## src/rtl/ghost_mode_controller.sv

```systemverilog
// ghost_mode_controller: per-tick mode timing and serialised direction choice for NUM_GHOSTS ghosts
module ghost_mode_controller #(
    parameter int NUM_GHOSTS    = 4,
    parameter int X_W           = 11,
    parameter int Y_W           = 10,
    parameter int X_MAX         = 639,
    parameter int Y_MAX         = 479,
    parameter int SCATTER_TICKS = 420,
    parameter int CHASE_TICKS   = 1200,
    parameter int FRIGHT_TICKS  = 360
) (
    input  logic                      clk,
    input  logic                      reset,
    input  logic                      tick,
    input  logic                      power_pellet,
    input  logic [X_W-1:0]            pacman_pos_x,
    input  logic [Y_W-1:0]            pacman_pos_y,
    input  logic [NUM_GHOSTS*X_W-1:0] ghost_pos_x,
    input  logic [NUM_GHOSTS*Y_W-1:0] ghost_pos_y,
    input  logic [NUM_GHOSTS*4-1:0]   valid_moves,
    output logic [NUM_GHOSTS*4-1:0]   move_direction,
    output logic [1:0]                mode,
    output logic                      round_done,
    output logic                      busy,
    output logic                      tick_overrun
);
    localparam int IDX_W = NUM_GHOSTS > 1 ? $clog2(NUM_GHOSTS) : 1;
    localparam int T_M1  = SCATTER_TICKS > CHASE_TICKS ? SCATTER_TICKS : CHASE_TICKS;
    localparam int T_MAX = T_M1 > FRIGHT_TICKS ? T_M1 : FRIGHT_TICKS;
    localparam int T_W   = $clog2(T_MAX + 1);
    localparam int D_W   = X_W > Y_W ? X_W : Y_W;
    localparam logic [3:0] RIGHT = 4'b0001, UP = 4'b0010, DOWN = 4'b0100, LEFT = 4'b1000;

    typedef enum logic [1:0] {IDLE, EVAL, DONE} state_t;
    typedef enum logic [1:0] {SCATTER = 2'b00, CHASE = 2'b01, FRIGHT = 2'b10} mode_t;

    function automatic logic [3:0] rev(input logic [3:0] d);
        return {d[0], d[1], d[2], d[3]};
    endfunction

    state_t                    state_q, state_d;
    mode_t                     mode_q, mode_d, saved_mode_q, saved_mode_d;
    logic [IDX_W-1:0]          idx_q, idx_d;
    logic [T_W-1:0]            timer_q, timer_d, saved_timer_q, saved_timer_d;
    logic                      pellet_q, pellet_d, rev_round_q, rev_round_d, overrun_q, overrun_d;
    logic [X_W-1:0]            px_q, px_d;
    logic [Y_W-1:0]            py_q, py_d;
    logic [NUM_GHOSTS*X_W-1:0] gx_q, gx_d;
    logic [NUM_GHOSTS*Y_W-1:0] gy_q, gy_d;
    logic [NUM_GHOSTS*4-1:0]   vm_q, vm_d, prev_q, prev_d, shadow_q, shadow_d, dir_q, dir_d;

    logic [X_W-1:0] gx, tx, dx;
    logic [Y_W-1:0] gy, ty, dy;
    logic [1:0]     corner;
    logic [3:0]     vm, prev, rp, cand, tow, pref, pref_x, pref_y, prio, dir;

    // Shared per-ghost datapath, fed by the ghost selected by idx_q
    always_comb begin
        gx     = gx_q[int'(idx_q)*X_W +: X_W];
        gy     = gy_q[int'(idx_q)*Y_W +: Y_W];
        vm     = vm_q[int'(idx_q)*4 +: 4];
        prev   = prev_q[int'(idx_q)*4 +: 4];
        corner = 2'(idx_q);
        tx     = mode_q == SCATTER ? (corner[0] ? X_W'(X_MAX) : '0) : px_q;
        ty     = mode_q == SCATTER ? (corner[1] ? Y_W'(Y_MAX) : '0) : py_q;
        dx     = tx > gx ? tx - gx : gx - tx;
        dy     = ty > gy ? ty - gy : gy - ty;
        tow    = (tx > gx ? RIGHT : tx < gx ? LEFT : 4'b0000) | (ty > gy ? DOWN : ty < gy ? UP : 4'b0000);
        rp     = rev(prev);
        cand   = vm & ~rp;
        pref   = cand & (mode_q == FRIGHT ? rev(tow) : tow);
        pref_x = pref & (RIGHT | LEFT);
        pref_y = pref & (UP | DOWN);
        prio   = cand[1] ? UP : cand[2] ? DOWN : cand[0] ? RIGHT : cand[3] ? LEFT : 4'b0000;
        dir    = rev_round_q && |(rp & vm) ? rp :
                 cand == 4'b0000 ? rp & vm :
                 |pref_x && |pref_y ? (D_W'(dx) > D_W'(dy) ? pref_x : pref_y) :
                 |pref ? pref : prio;
    end

    always_comb begin
        state_d       = state_q;
        mode_d        = mode_q;
        saved_mode_d  = saved_mode_q;
        idx_d         = idx_q;
        timer_d       = timer_q;
        saved_timer_d = saved_timer_q;
        pellet_d      = pellet_q | power_pellet;
        rev_round_d   = rev_round_q;
        overrun_d     = overrun_q | (tick && state_q != IDLE);
        px_d          = px_q;
        py_d          = py_q;
        gx_d          = gx_q;
        gy_d          = gy_q;
        vm_d          = vm_q;
        prev_d        = prev_q;
        shadow_d      = shadow_q;
        dir_d         = dir_q;
        if (state_q == IDLE && tick) begin
            px_d     = pacman_pos_x;
            py_d     = pacman_pos_y;
            gx_d     = ghost_pos_x;
            gy_d     = ghost_pos_y;
            vm_d     = valid_moves;
            state_d  = EVAL;
            idx_d    = '0;
            pellet_d = power_pellet;
            if (pellet_q) begin
                if (mode_q != FRIGHT) begin
                    saved_mode_d  = mode_q;
                    saved_timer_d = timer_q;
                    mode_d        = FRIGHT;
                    rev_round_d   = 1'b1;
                end
                timer_d = T_W'(FRIGHT_TICKS);
            end else if (timer_q == T_W'(1)) begin
                mode_d  = mode_q == SCATTER ? CHASE : mode_q == CHASE ? SCATTER : saved_mode_q;
                timer_d = mode_q == SCATTER ? T_W'(CHASE_TICKS) :
                          mode_q == CHASE ? T_W'(SCATTER_TICKS) : saved_timer_q;
            end else begin
                timer_d = timer_q - 1'b1;
            end
        end
        if (state_q == EVAL) begin
            shadow_d[int'(idx_q)*4 +: 4] = dir;
            idx_d = idx_q + 1'b1;
            if (idx_q == IDX_W'(NUM_GHOSTS - 1)) begin
                state_d = DONE;
                dir_d   = shadow_d;
                prev_d  = shadow_d;
            end
        end
        if (state_q == DONE) begin
            state_d     = IDLE;
            rev_round_d = 1'b0;
        end
    end

    always_ff @(posedge clk) begin
        if (reset) begin
            state_q       <= IDLE;
            mode_q        <= SCATTER;
            saved_mode_q  <= SCATTER;
            idx_q         <= '0;
            timer_q       <= T_W'(SCATTER_TICKS);
            saved_timer_q <= '0;
            pellet_q      <= 1'b0;
            rev_round_q   <= 1'b0;
            overrun_q     <= 1'b0;
            px_q          <= '0;
            py_q          <= '0;
            gx_q          <= '0;
            gy_q          <= '0;
            vm_q          <= '0;
            prev_q        <= '0;
            shadow_q      <= '0;
            dir_q         <= '0;
        end else begin
            state_q       <= state_d;
            mode_q        <= mode_d;
            saved_mode_q  <= saved_mode_d;
            idx_q         <= idx_d;
            timer_q       <= timer_d;
            saved_timer_q <= saved_timer_d;
            pellet_q      <= pellet_d;
            rev_round_q   <= rev_round_d;
            overrun_q     <= overrun_d;
            px_q          <= px_d;
            py_q          <= py_d;
            gx_q          <= gx_d;
            gy_q          <= gy_d;
            vm_q          <= vm_d;
            prev_q        <= prev_d;
            shadow_q      <= shadow_d;
            dir_q         <= dir_d;
        end
    end

    assign move_direction = dir_q;
    assign mode           = mode_q;
    assign round_done     = state_q == DONE;
    assign busy           = state_q != IDLE;
    assign tick_overrun   = overrun_q;
endmodule

```

## config.mk

```make
export PLATFORM = sky130hd
export DESIGN_NAME = ghost_mode_controller
export DESIGN_NICKNAME = d
export VERILOG_FILES = /design/src/rtl/ghost_mode_controller.sv
export SDC_FILE = /design/constraint.sdc
export NUM_CORES = 1
export LEC_CHECK = 0
export BUFFER_PORTS_ARGS = -buffer_cell sky130_fd_sc_hd__buf_2
export CAP_MARGIN = 20
export CORE_ASPECT_RATIO = 1.5
export CORE_UTILIZATION = 44
export DETAILED_ROUTE_END_ITERATION = 8
export PLACE_DENSITY_LB_ADDON = 0.12
export SETUP_SLACK_MARGIN = 0.02
export SKIP_LAST_GASP = 1
export SYNTH_ARGS = -nofsm -noshare
export SYNTH_HDL_FRONTEND = slang
export SYNTH_SLANG_ARGS = --single-unit
```

## constraint.sdc

```tcl
create_clock -name clk -period 7.3 [get_ports clk]
set_input_delay 1.46 -clock clk [delete_from_list [all_inputs] [get_ports clk]]
set_output_delay 1.46 -clock clk [all_outputs]
set_load 0.02 [all_outputs]
```

Word level (Yosys, flattened, before mapping). Cells that the tools add are included.

Output and inout bits: 21. Logic and storage cells: 105. Bits in registers: 186. Input port bits: 125.

Bitwise logic cells: 7. Add/sub/neg operators: 7. $lt $le $gt $ge: 5. Reduce and logical (&&, ||, !) cells: 18. Shift operators: 6. Muxes and demuxes: 36. $mul: 2. Equal/unequal tests: 8.

Operator list (count): 2-to-1 mux 11 bit (6); 2-to-1 mux 4 bit (12); variable part select 44 x 7 -> 11 bit (1); variable part select 40 x 7 -> 10 bit (1); negator 4 -> 33 bit (1); variable shift 4 x 33 -> 16 bit, first input constant (1); variable part select 4 x 33 -> 16 bit (1); variable part select 16 x 5 -> 4 bit (2); 2-to-1 mux 10 bit (3); 2-to-1 mux 2 bit (11); subtractor 11 bit (2); subtractor 10 bit (2); bitwise mux 16 bit (1); AND 4 bit (3); == test 11 x 1 -> 1 bit, second input constant (1); > comparator 11 x 10 -> 1 bit (1); > comparator 11 bit (1); < comparator 11 bit (1); subtractor 11 x 1 -> 11 bit, second input constant (1); > comparator 10 bit (1); < comparator 10 bit (1); 2-to-1 mux 9 bit (1); OR reduction 4 bit (2); == test 2 bit, second input constant (3); other kinds (18) (29).

Depth between registers and ports, before layout.
Word-level depth: 15. Gate-level depth with buffers: 25. Mapped depth without buffers: 23.

Least setup slack after synthesis. Ideal clock, no wire load.

Path kind: register to register. Start: reg idx_q[0], in the netlist corner[0]. End: reg shadow_q[11]. Library setup time: 0.129 ns. Buffers on the path: 4. Data required time: 7.171 ns. Data arrival time: 6.235 ns. Period minus slack after synthesis: 6.365 ns. Path slack: 0.935 ns. Stages on the path, launching flop included: 25. Path through: dfxtp_1 > buf_6 > buf_2 > buf_1 > mux4_2 > ha_1 > fa_1 > nand3b_1 > a21oi_1 > o21ai_1 > nor2_1 > clkbuf_1 > mux2i_1 > o21ai_1 > a21oi_1 > xor2_1 > ha_1 > and4_1 > and2_1 > a221oi_1 > o211ai_1 > a221oi_1 > a21oi_1 > o211ai_1 > o21ai_1.

Longest elaborated chain between the ends: 15. Elaborated cells between the ends (all ways): 49. Those cells by class: add/sub: 5; mul: 2; order compare: 5; shift: 6; mux: 19; bitwise: 5; reduce/logical: 7.

RTL lines: start, declared (RTL line 43) `logic [IDX_W-1:0] idx_q, idx_d;`; start signal, assigned (RTL line 162) `idx_q <= idx_d;`; branches (longest 14 deep; another with subtractor 11 bit); bitwise mux 16 bit * (RTL line 125) `shadow_d[int'(idx_q)*4 +: 4] = dir;`; end signal, assigned (RTL line 174) `shadow_q <= shadow_d;`; end, declared (RTL line 50) `logic [NUM_GHOSTS*4-1:0] vm_q, vm_d, prev_q, prev_d, shadow_q, shadow_d, dir_q, dir_d;`.

Every way passes the cells marked *. A chain may end at the register's enable or synchronous reset.

Final worst setup path.
Start: reg mode_q[1], in the netlist mode[1]. End: reg shadow_q[11].

Longest elaborated chain between the ends: 15. Elaborated cells between the ends (all ways): 33. Those cells by class: add/sub: 4; order compare: 5; eq/ne: 1; shift: 1; mux: 15; bitwise: 2; reduce/logical: 5.

RTL lines: start, declared (RTL line 42) `mode_t mode_q, mode_d, saved_mode_q, saved_mode_d;`; start signal, assigned (RTL line 160) `mode_q <= mode_d;`; branches (longest 10 deep; another with subtractor 11 bit); 2-to-1 mux 4 bit * (RTL line 77) `|pref_x && |pref_y ? (D_W'(dx) > D_W'(dy) ? pref_x : pref_y) :`; 2-to-1 mux 4 bit * (RTL line 76) `cand == 4'b0000 ? rp & vm :`; 2-to-1 mux 4 bit * (RTL line 75) `dir = rev_round_q && |(rp & vm) ? rp :`; variable part select 4 x 33 -> 16 bit * (RTL line 125); bitwise mux 16 bit * (RTL line 125).

Marks and branches as above.

==> run summary <==
Iteration-0 DRC count of the detailed router - 487
DP Area - 11400 um^2
Fill count - 2344
Tightest Pin Transition - 1.09 ns
DP Worst Slack - 0.732 ns
Fin. max-slew vios - 0
First-pass GRT wire length - 46.8 mm
GRT Resource Usage Total - 24.4%
Yosys Warn Count - 0
Clk_lat worst skew - 0.45 ns
Fin Clk Skew - 0.0112 ns
Vias in the first global route - 9244
Period minus WS final - 6.61 ns
Final ANT Viol Nets - 0
Via density - 5.46
Dpl hpwl - 21.0 mm
Die Span Y - 191 um
Wire per inst - 16.5 um
Synthesized cell area - 10500 um^2
Hold slack - 0.452 ns
Core Area - 23200 um^2
Power density over the cells - 241 nW/um^2
Initial antenna violation count - 1
I/O pin count - 146
Max-cap viol count - 0
Yosys reg bits - 186
Hold Vio Cnt, Final - 0
Layout cells sized above 1 - 16.2%
Kind of critical path - reg2reg
Non-Filler Cell Area, Final - 12000 um^2
Status - finished, final reports clean
Largest net degree at the start of global routing - 124
Startpoint Class - register
Crit path max fanout - 25
Mean Syn Cell Area - 7.88 um^2
Synth unique cells - 58
Maximum vdd drop - 0.176 mV
PortBufs - 145
Ys flop type - dfxtp_1
TritonCTS Buffers - 17
Number of nets in the layout - 1610
CTS max path bufs - 2
Storage element area - 3720 um^2
PnR worst setup slack - 0.689 ns
CTS root buffer - clkbuf_16
RSZ-0062 raised after global routing - false
Post-CTS Resized - 0
CTS tree - done
Fin cells - 1752
Routability cong. - 0.878
Gate Count Post-Synth - 1332
Via Count - 9565
# setup viols final - 0
Starting density of the core - 45.2%
Setup bufs post-CTS - 0
CP Data Required Time - 7.62 ns
Area grow syn2layout - 14.2%
Global route overflow - 0
Hold_buf cts - 0
# rows - 68
Clock Sinks - 186
DRT Pass-1 Iters - 5
Crit path capture type - register
Critical path arrival - 6.93 ns
Final wirelength - 29.0 mm
Post-synth ARST share - 0%
Die width - 128 um
Syn nets - 1518
Setup TNS - 0 ns
Drc violations - 0
Hold Path Class - reg2reg
CTS H-tree depth - 4
Placed cell count - 1720
Register area share after synthesis - 35.5%
Tcrit/Tclk final - 90.6%
Clock Pin Slew Worst Setup and Hold Paths - 0.07 ns
Number of synthesized flops with an enable pin - 0
Pleak - 4.87 nW
F_max - 151 MHz
Area of the multi-input gates - 6220 um^2
Max_slew headroom - 27.3%
DIE AREA - 24500 um^2
==> where the power goes <==
| group | internal [mW] | leakage [nW] | switching [mW] | total [mW] |
|---|---|---|---|---|
| combinational | 0.344 | 3.06 | 0.490 | 0.834 |
| clock | 0.548 | 0.289 | 0.394 | 0.942 |
| sequential | 1.07 | 1.52 | 0.0402 | 1.11 |
| total | 1.96 | 4.87 | 0.924 | 2.88 |
==> synth_stat cells, types with 12 or more instances <==
library cell	instances	area share (%)
o21ai_1	27	1.3
nand2b_1	19	1.1
nor2_1	55	2.0
clkbuf_1	67	2.4
nand3_1	24	1.1
and2_1	12	0.72
inv_1	63	2.3
ha_1	57	6.8
a211oi_1	12	0.86
nand2_1	312	11
a21oi_1	200	9.5
dfxtp_1	186	35
mux4_2	31	6.7
nand3b_1	25	1.8
a21o_1	25	1.8
o21ai_0	48	2.3
nor3_1	16	0.76
==> flip-flops by register name, summed over array words and instances (netlist names) <==
name / count
px_q: 11
gy_q: 40
mode: 2
gx_q: 44
corner: 2
py_q: 10
tick_overrun: 1
move_direction: 16
vm_q: 16
pellet_q: 1
saved_mode_q: 2
shadow_q: 16
state_q: 2
timer_q: 11
rev_round_q: 1
saved_timer_q: 11
==> path summary, 6_finish.rpt <==
kind / startpoint / end / slack (ns) / cells after the start
worst max-delay path: mode[1] / shadow_q[11] / 0.69 / 23
worst min-delay path: gx_q[19] / gx_q[19] / 0.45 / 2
worst max register to register: mode[1] / shadow_q[11] / 0.69 / 23
worst min register to register: gx_q[19] / gx_q[19] / 0.45 / 2
==> metal layers <==
layer	GRT usage [%]	up-vias	wire, um	share of wire [%]
met5	0	-	0	0
met4	11.8	0	1170	4.0
met3	3.47	65	800	2.8
met2	43.3	202	14700	51
met1	28.6	4508	12300	42
li1	-	4790	-	-
==> metrics by stage <==
| stage | util [%] | power, mW |
|---|---|---|
| 2_1_floorplan | - | 1.74 |
| 3_3_place_gp | 49.0 | 1.95 |
| 3_5_place_dp | 49.0 | 1.96 |
| 4_1_cts | 51.6 | 2.90 |
| 5_1_grt | 51.6 | 3.05 |
| 6_report | 51.6 | 2.88 |
==> cell families after synthesis <==
group | count (synthesis) | synth area share [%]
compound gates | 371 | 20.5
xor+xnor | 19 | 1.59
fa+ha+maj | 61 | 7.56
buf+inv | 145 | 5.32
flops | 186 | 35.5
mux | 47 | 8.25
simple gates | 503 | 21.2
==> worst max-delay path, stage by stage, from the launching register on <==
cell	delay, ns
dfxtp_1	0.47
or2_2	0.58
nor2_1	0.54
a21oi_1	0.13
ha_1	0.27
fa_1	0.39
nand3b_1	0.19
a21oi_1	0.25
o21ai_1	0.22
nor2_1	0.24
buf_4	0.23
mux2i_1	0.27
and2_1	0.19
o21ai_0	0.11
xnor2_1	0.15
ha_1	0.29
and4_1	0.19
and2_1	0.15
a221oi_1	0.32
o211ai_1	0.14
a221oi_1	0.41
a21oi_1	0.17
o211ai_1	0.43
o21ai_1	0.14
==> layout by cell type (no fill, tap or decap), types with 27 or more instances in the layout <==
cell / n
a21oi_1: 200
buf_2: 144
dfxtp_1: 185
ha_1: 57
inv_1: 63
mux4_2: 31
nand2_1: 311
nor2_1: 55
o21ai_0: 48
o21ai_1: 27
==> layout make-up <==
cell class	instances	area share, %
multi-input cells	1001	51.9
flip-flops and latches	186	31.1
repair buffers	155	6.74
clock buffers	25	4.22
well taps	315	3.29
inverters	63	1.97
clock inverters	6	0.721
diodes	1	0.0209
Power figures use the tool's default switching activity.
